[config.mk]
export PLATFORM = sky130hd
export DESIGN_NAME = pipe_stage_skid
export DESIGN_NICKNAME = d
export VERILOG_FILES = /design/src/rtl/pipe_pkg.sv /design/src/rtl/sat_counter.sv /design/src/rtl/pipe_stage_skid.sv
export SDC_FILE = /design/constraint.sdc
export NUM_CORES = 1
export LEC_CHECK = 0
export ABC_AREA = 1
export BUFFER_PORTS_ARGS = -buffer_cell sky130_fd_sc_hd__buf_2
export CAP_MARGIN = 25
export CELL_PAD_IN_SITES_DETAIL_PLACEMENT = 1
export CELL_PAD_IN_SITES_GLOBAL_PLACEMENT = 2
export CORE_MARGIN = 5
export CORE_UTILIZATION = 28
export CTS_CLUSTER_DIAMETER = 150
export DETAILED_ROUTE_END_ITERATION = 6
export PLACE_DENSITY = 0.86
export SYNTH_ARGS = -nofsm -noshare
export SYNTH_HDL_FRONTEND = slang
export SYNTH_SLANG_ARGS = --single-unit
[constraint.sdc]
create_clock -name clk -period 1.4 [get_ports clk]
set_input_delay 0.07 -clock clk [delete_from_list [all_inputs] [get_ports clk]]
set_output_delay 0.07 -clock clk [all_outputs]
set_load 0.02 [all_outputs]
[src/rtl/pipe_pkg.sv]
// -----------------------------------------------------------------------------
// pipe_pkg
//   Shared definitions for the flow-controlled pipeline stage.
//
//   Contents:
//     OCC_W    - width of the occupancy count (0..2 entries)
//     SAT_W    - widest counter the saturating helper handles
//     state_t  - stage state; the encoding equals the number of held entries
//     sat_inc  - saturating increment used by the performance counters
// -----------------------------------------------------------------------------
package pipe_pkg;

   localparam int OCC_W = 2;
   localparam int SAT_W = 64;

   // Encoding doubles as the occupancy value, so occupancy is a plain copy.
   typedef enum logic [OCC_W-1:0] {
      EMPTY = 2'd0,
      ONE   = 2'd1,
      FULL  = 2'd2
   } state_t;

   // Counters of any width up to SAT_W zero-extend into this function and
   // truncate the result back; the result never exceeds max_value, so the
   // truncation is lossless.
   function automatic logic [SAT_W-1:0] sat_inc(
      input logic [SAT_W-1:0] value,
      input logic [SAT_W-1:0] max_value
   );
      logic [SAT_W-1:0] result;
      if (value >= max_value) begin
         result = max_value;
      end else begin
         result = value + SAT_W'(1);
      end
      return result;
   endfunction

endpackage

[src/rtl/sat_counter.sv]
// -----------------------------------------------------------------------------
// sat_counter
//   Event counter that counts up by one per cycle with inc_i high and sticks
//   at all-ones. Cleared only by reset.
//
//   Parameters:
//     CNT_WIDTH - counter width (1..64)
//   Ports:
//     clk    in   rising-edge clock
//     reset  in   asynchronous active-low reset, clears the count
//     inc_i  in   count this cycle
//     cnt_o  out  current count (registered)
// -----------------------------------------------------------------------------
module sat_counter
   import pipe_pkg::*;
#(
   parameter int CNT_WIDTH = 16
)(
   input  logic                 clk,
   input  logic                 reset,
   input  logic                 inc_i,
   output logic [CNT_WIDTH-1:0] cnt_o
);

   localparam logic [CNT_WIDTH-1:0] CNT_MAX = '1;

   logic [CNT_WIDTH-1:0] cnt_reg;
   logic [CNT_WIDTH-1:0] cnt_next;

   always_comb begin
      cnt_next = cnt_reg;
      if (inc_i) begin
         cnt_next = CNT_WIDTH'(sat_inc(SAT_W'(cnt_reg), SAT_W'(CNT_MAX)));
      end
   end

   always_ff @(posedge clk or negedge reset) begin
      if (!reset) begin
         cnt_reg <= '0;
      end else begin
         cnt_reg <= cnt_next;
      end
   end

   assign cnt_o = cnt_reg;

endmodule

[src/rtl/pipe_stage_skid.sv]
// -----------------------------------------------------------------------------
// pipe_stage_skid
//   Flow-controlled pipeline stage register with a two-entry skid buffer.
//   One instance sits on each stage boundary of the MIPS core (IF/ID, ID/EX,
//   EX/MEM); the payload is the packed control + datapath bundle of the stage.
//
//   Storage is a main register (always the oldest entry, drives dn_data_o)
//   and a skid register (second entry, only used while the downstream stage
//   stalls). All outputs come straight from flops, so up_ready_o never
//   depends combinationally on dn_ready_i and stages can be chained freely.
//
//   Parameters:
//     DATA_WIDTH - payload width
//     RESET_DATA - value of both payload registers after reset
//     CNT_WIDTH  - performance counter width (optional feature only)
//
//   Ports:
//     clk          in   rising-edge clock
//     reset        in   asynchronous active-low reset
//     flush_i      in   squash every held entry (synchronous)
//     up_valid_i   in   upstream offers a payload
//     up_ready_o   out  stage accepts a payload this cycle (registered)
//     up_data_i    in   upstream payload
//     dn_valid_o   out  stage presents a payload (registered)
//     dn_ready_i   in   downstream accepts this cycle
//     dn_data_o    out  presented payload (main register)
//     occupancy_o  out  entries held, 0..2 (registered)
//
//   Optional build macro PIPE_STAGE_SKID_PERF_EN adds:
//     stall_cnt_o  out  saturating count of cycles with dn_valid_o & ~dn_ready_i
//     flush_cnt_o  out  saturating count of flushes that squashed an entry
// -----------------------------------------------------------------------------
module pipe_stage_skid
   import pipe_pkg::*;
#(
   parameter int                    DATA_WIDTH = 32,
   parameter logic [DATA_WIDTH-1:0] RESET_DATA = '0,
   parameter int                    CNT_WIDTH  = 16
)(
   input  logic                  clk,
   input  logic                  reset,
   input  logic                  flush_i,
   input  logic                  up_valid_i,
   output logic                  up_ready_o,
   input  logic [DATA_WIDTH-1:0] up_data_i,
   output logic                  dn_valid_o,
   input  logic                  dn_ready_i,
   output logic [DATA_WIDTH-1:0] dn_data_o,
   output logic [OCC_W-1:0]      occupancy_o
`ifdef PIPE_STAGE_SKID_PERF_EN
   ,
   output logic [CNT_WIDTH-1:0]  stall_cnt_o,
   output logic [CNT_WIDTH-1:0]  flush_cnt_o
`endif
);

   // Elaboration-time sanity check of the configuration.
   if (DATA_WIDTH < 1 || CNT_WIDTH < 1 || CNT_WIDTH > SAT_W) begin : g_bad_param
      $error("pipe_stage_skid: DATA_WIDTH must be >= 1 and CNT_WIDTH in 1..64");
   end

   // --------------------------------------------------------------------------
   // State and storage
   // --------------------------------------------------------------------------
   state_t                state_reg;
   state_t                state_next;
   logic [DATA_WIDTH-1:0] main_reg;
   logic [DATA_WIDTH-1:0] main_next;
   logic [DATA_WIDTH-1:0] skid_reg;
   logic [DATA_WIDTH-1:0] skid_next;

   // Output flags are separate flops loaded from state_next, so they are
   // glitch-free and valid in the same cycle the state changes.
   logic                  dn_valid_reg;
   logic                  dn_valid_next;
   logic                  up_ready_reg;
   logic                  up_ready_next;
   logic [OCC_W-1:0]      occ_reg;
   logic [OCC_W-1:0]      occ_next;

   logic                  up_xfer;
   logic                  dn_xfer;

   assign up_xfer = up_valid_i & up_ready_reg;
   assign dn_xfer = dn_valid_reg & dn_ready_i;

   // --------------------------------------------------------------------------
   // Next-state and payload steering
   // --------------------------------------------------------------------------
   always_comb begin
      state_next = state_reg;
      main_next  = main_reg;
      skid_next  = skid_reg;

      if (flush_i) begin
         // Squash only clears validity. Payload registers are left alone and
         // any payload offered this cycle is dropped. A downstream transfer
         // happening this cycle still completes since dn_valid_o is high.
         state_next = EMPTY;
      end else begin
         unique case (state_reg)
            EMPTY: begin
               if (up_xfer) begin
                  state_next = ONE;
                  main_next  = up_data_i;
               end
            end

            ONE: begin
               unique case ({up_xfer, dn_xfer})
                  2'b11: begin
                     // Pass-through: the new payload replaces the departing one.
                     main_next = up_data_i;
                  end
                  2'b01: begin
                     state_next = EMPTY;
                  end
                  2'b10: begin
                     // Downstream stalled: park the newcomer behind main.
                     state_next = FULL;
                     skid_next  = up_data_i;
                  end
                  default: begin
                     state_next = ONE;
                  end
               endcase
            end

            FULL: begin
               // up_ready_o is low here, so only the drain case exists.
               if (dn_xfer) begin
                  state_next = ONE;
                  main_next  = skid_reg;
               end
            end

            default: begin
               // Corrupted encoding: drop everything and restart empty.
               state_next = EMPTY;
            end
         endcase
      end

      dn_valid_next = (state_next != EMPTY);
      up_ready_next = (state_next != FULL);
      occ_next      = OCC_W'(state_next);
   end

   // --------------------------------------------------------------------------
   // Registers
   // --------------------------------------------------------------------------
   always_ff @(posedge clk or negedge reset) begin
      if (!reset) begin
         state_reg    <= EMPTY;
         main_reg     <= RESET_DATA;
         skid_reg     <= RESET_DATA;
         dn_valid_reg <= 1'b0;
         up_ready_reg <= 1'b1;
         occ_reg      <= '0;
      end else begin
         state_reg    <= state_next;
         main_reg     <= main_next;
         skid_reg     <= skid_next;
         dn_valid_reg <= dn_valid_next;
         up_ready_reg <= up_ready_next;
         occ_reg      <= occ_next;
      end
   end

   assign up_ready_o  = up_ready_reg;
   assign dn_valid_o  = dn_valid_reg;
   assign dn_data_o   = main_reg;
   assign occupancy_o = occ_reg;

   // --------------------------------------------------------------------------
   // Optional performance counters
   // --------------------------------------------------------------------------
`ifdef PIPE_STAGE_SKID_PERF_EN
   localparam int N_CNT = 2;

   // Index 0: downstream stall cycles. Index 1: flushes that hit live data.
   logic [N_CNT-1:0]     cnt_inc;
   logic [CNT_WIDTH-1:0] cnt_val [N_CNT];

   assign cnt_inc[0] = dn_valid_reg & ~dn_ready_i;
   assign cnt_inc[1] = flush_i & (occ_reg != '0);

   genvar gi;
   for (gi = 0; gi < N_CNT; gi++) begin : g_perf_cnt
      sat_counter #(
         .CNT_WIDTH (CNT_WIDTH)
      ) u_cnt (
         .clk   (clk),
         .reset (reset),
         .inc_i (cnt_inc[gi]),
         .cnt_o (cnt_val[gi])
      );
   end

   assign stall_cnt_o = cnt_val[0];
   assign flush_cnt_o = cnt_val[1];
`endif

endmodule

# Yosys cells after proc, flatten, opt, wreduce, memory -nomap -nowiden
# Cells that the tools add are included.
[totals]
in_bits = 37
latchBits = 0
reg_bits = 68
elab_cells = 31
mem_bits_rw = 0
out_inout_bits = 36
n_memories = 0
romBits = 0
[classes]
shifts = 0
bitwise = 3
muxes = 9
div = 0
n_mul = 0
n_eq_ne = 9
order_cmp = 0
reduce_logical = 5
addsub = 0
[ops]
columns = ["operator", "count"]
rows = [
  ["$mux W32", 3],
  ["$pmux W32 S3", 1],
  ["$pmux W2 S3", 2],
  ["$eq A2 B2 Y1 const B", 3],
  ["$mux W2", 3],
  ["$ne A2 B2 Y1 const B", 3],
  ["$reduce_and A5 Y1", 1],
  ["$eq A2 B1 Y1 const B", 2],
  ["$reduce_and A3 Y1", 1],
  ["$reduce_bool A3 Y1", 1],
  ["$and A1 B1 Y1", 2],
  ["$logic_not A2 Y1", 1],
  ["$ne A2 B1 Y1 const B", 1],
  ["$reduce_bool A2 Y1", 1],
  ["$not A1 Y1", 1],
]

# Depth between registers and ports, before layout
[depth]
word_depth = 6
mapped_depth = 8
mapped_depth_nobuf = 7

# Worst setup path before layout
# Ideal clock, no wire load.
[synth_timing]
path_type = "register to register"
startpoint = "register occupancy_o[0] (netlist name)"
endpoint = "register skid_reg[23]"
slack_ns = -0.055
stages_incl_launch_ff = 9
setup_ns = 0.131
period_less_slack_ns = 1.455
required_time_ns = 1.269
path_buffers = 3
t_arrival_ns = 1.324
cell_sequence = "dfrtp_1 buf_2 nand2_1 nor2_1 nand3_1 buf_4 buf_4 nand2_1 o21ai_0"
[synth_lines]
columns = ["element", "line_no", "text"]
rows = [
  ["end signal, assigned", "pipe_stage_skid.sv:163", "skid_reg <= skid_next;"],
  ["end, declared", "pipe_stage_skid.sv:69", "logic [DATA_WIDTH-1:0] skid_reg;"],
]

==> flow_summary.toml <==
[floorplanning]
die_h_um = 119
core_um2 = 11500
num_rows = 39
initial_core_util_pct = 28.8
die-area_um2 = 14100
die_w_um = 119
ios = 73

[route]
dr_total_vias = 3107
antenna_left = 0
drc_errors = 0
drt_pass1_iterations = 4
post_drt_wl_per_cell_um = 16.1
via_per_inst = 4.70
totalWireLength_um = 10600
drt_iter0_markers = 158

[power_and_ir_drop]
p_leak_nw = 2.52
p_seq_share_pct = 37.2
power.switching_w = 0.00334
combPwrFrac_pct = 38.4
clkPwrFrac_pct = 24.4
ir_drop_v = 0.000790
internal-power_w = 0.00549
p_per_area_nw_per_um2 = 1840
power.share.switching_pct = 37.8

[placement]
place.gp.congestion = 0.804
dp.cells = 620
dp_hpwl_um = 6430
portBuffers = 72
place_area_um2 = 3970

[status]
outcome = "finished, violations left"
violations = "negative hold slack, negative setup slack"

[final_layout]
fin_util_pct = 41.8
area_delta_synth_final_pct = 45.0
fin_cells = 661
antenna_cells = 0
fin_area_um2 = 4810
drive_gt1_share_pct = 34.7
nets = 550

[worst_setup_path]
critPathLaunchType = "flop"
critPathCaptureType = "flop"
r2r-start = "occupancy_o[1]"
cp_max_fo = 6
cp-startpoint = "occupancy_o[1]"
arrival_ps = 1670
critPathRequiredTime_ps = 1620
criticalPathCategory = "flop to flop"

[global_routing]
grt_util_met3_pct = 3.55
grt_busiest_layer = "met2"
grtUsageMet1_pct = 17.9
gr-usage-met2_pct = 25.6
grtUsageTotal_pct = 14.8
grt_pass1_wl_um = 16600
grt_pass1_vias = 3318
antenna_found_initial = 0
grt_max_degree = 47
grt-ovfl-total = 0

[sta]
worstMarginPinSlew_ps = 465
whs_ps = -5.30
max-slew-margin-rel_pct = 69.0
max_freq_ghz = 0.689
finClkSkew_ps = 5.24
period_needed_ps = 1450
post-route-period-util_pct = 104
finalSetupViolations = 34
setup_ws_ps = -50.4
setup-tns-final_ps = -871
rsz0062_at_grt = "yes"
hold_viol_final = 4
drv_slew = 0

[synth]
yosysTopAreaCell = "dfrtp_1"
dominantRegCellSynth = "dfrtp_1"
avgSynthCellArea_um2 = 8.03
synth_top_area_share_pct = 50.5
synth-seq-area-share_pct = 51.3
post-synth-top-count-cell = "nand2_1"
ys_top_cells_by_count = "nand2_1, inv_1, dfrtp_1"
synth_area_leaders = "dfrtp_1, nand2_1, inv_1, o21bai_1, o21ai_0"
ys_types = 21
ys_warn_count = 0
synthesis.area_um2 = 3320
netlist_instances = 413
synth_nets = 450
synth_edf_count = 0
async_flop_share_pct = 100
yosys_register_bits = 68

[min_path]
worstHoldStart = "up_data_i[25]"
hp-class = "input port to flop"

[cts]
clk_latency_ps = 330
ctsRootBufferMaster = "clkbuf_16"
numCtsBuffers = 9
cts_sinks = 68
clk_pin_slew_ps = 60
clock_path_buffers = 2
cts_tree = "built"
cts_max_level = 3

[run]
cap_violations = 0
## area by class of cell
class	instances	area (um^2)
inverters	71	267
clock buffers	13	260
repair buffers	114	931
clock inverters	3	21.3
flip-flops and latches	68	1710
multi-input cells	249	1450
fillers	1383	6710
well taps	143	179
## cell usage in the layout, fill, tap and decap left out, types with 10 or more instances in the layout
cell and count:
buf_2 71, dlygate4sd3_1 12, clkbuf_16 12, o21ai_1 11
nand2_1 77, buf_4 10, o21bai_1 32, inv_1 68
a21oi_1 22, nand3_2 21, o21ai_0 31, nand3_1 12
nor2_2 19, dfrtp_1 65
## worst paths after layout
kind / to / slack [ps] / depth (start not counted)
worst min-delay path: skid_reg[25] / -5 / 3
worst min register to register: skid_reg[24] / 490 / 2
worst max register to register: dn_data_o[14] / -50 / 10
worst max-delay path: dn_data_o[14] / -50 / 10
min in group asynchronous: skid_reg[26] / 250 / 2
max in group asynchronous: up_ready_o / 580 / 3
## power by group through the flow
stage          sequential (W)  clock [W]  combinational, W
2_1_floorplan         0.00373          0           0.00141
3_3_place_gp          0.00329          0           0.00286
3_5_place_dp          0.00332          0           0.00299
4_1_cts               0.00329    0.00222           0.00311
5_1_grt               0.00338    0.00233           0.00376
6_report              0.00329    0.00215           0.00339
## critical path, cell delays in order, from the launching register on
cell and delay (ps):
dfrtp_2 400, inv_2 60, buf_6 120, nor2_4 140, nand2_4 90, nand2_4 70
nor2_4 40, buf_12 140, clkbuf_16 160, nand3_1 60, nand2_1 50
## layer usage
layer	vias up	wire length [um]
met4	0	186
met3	11	349
met5	-	0
met1	1540	4660
li1	1496	-
met2	60	5420
## logic make-up after synthesis
logic type	share of synthesized area, %
compound gates	17.5
buf+inv	12.1
flops	51.3
simple gates	19.1
## stage by stage
stage | setup slack, ps | total power [W]
floorplan | 12.2 | 0.00514
global placement | 56.9 | 0.00615
detailed placement | 6.89 | 0.00631
CTS | -5.50 | 0.00861
global route | -138 | 0.00947
finish | -50.4 | 0.00883
## timing repair
action,CTS,global route
buffers inserted,3,9
endpoints found under the setup margin,27,66
hold endpoints to repair,41,0
gates resized for setup,10,68
pin swaps,2,14
gates cloned,1,5
hold buffers,12,0
Note: power is estimated with default switching activity, not from simulation.
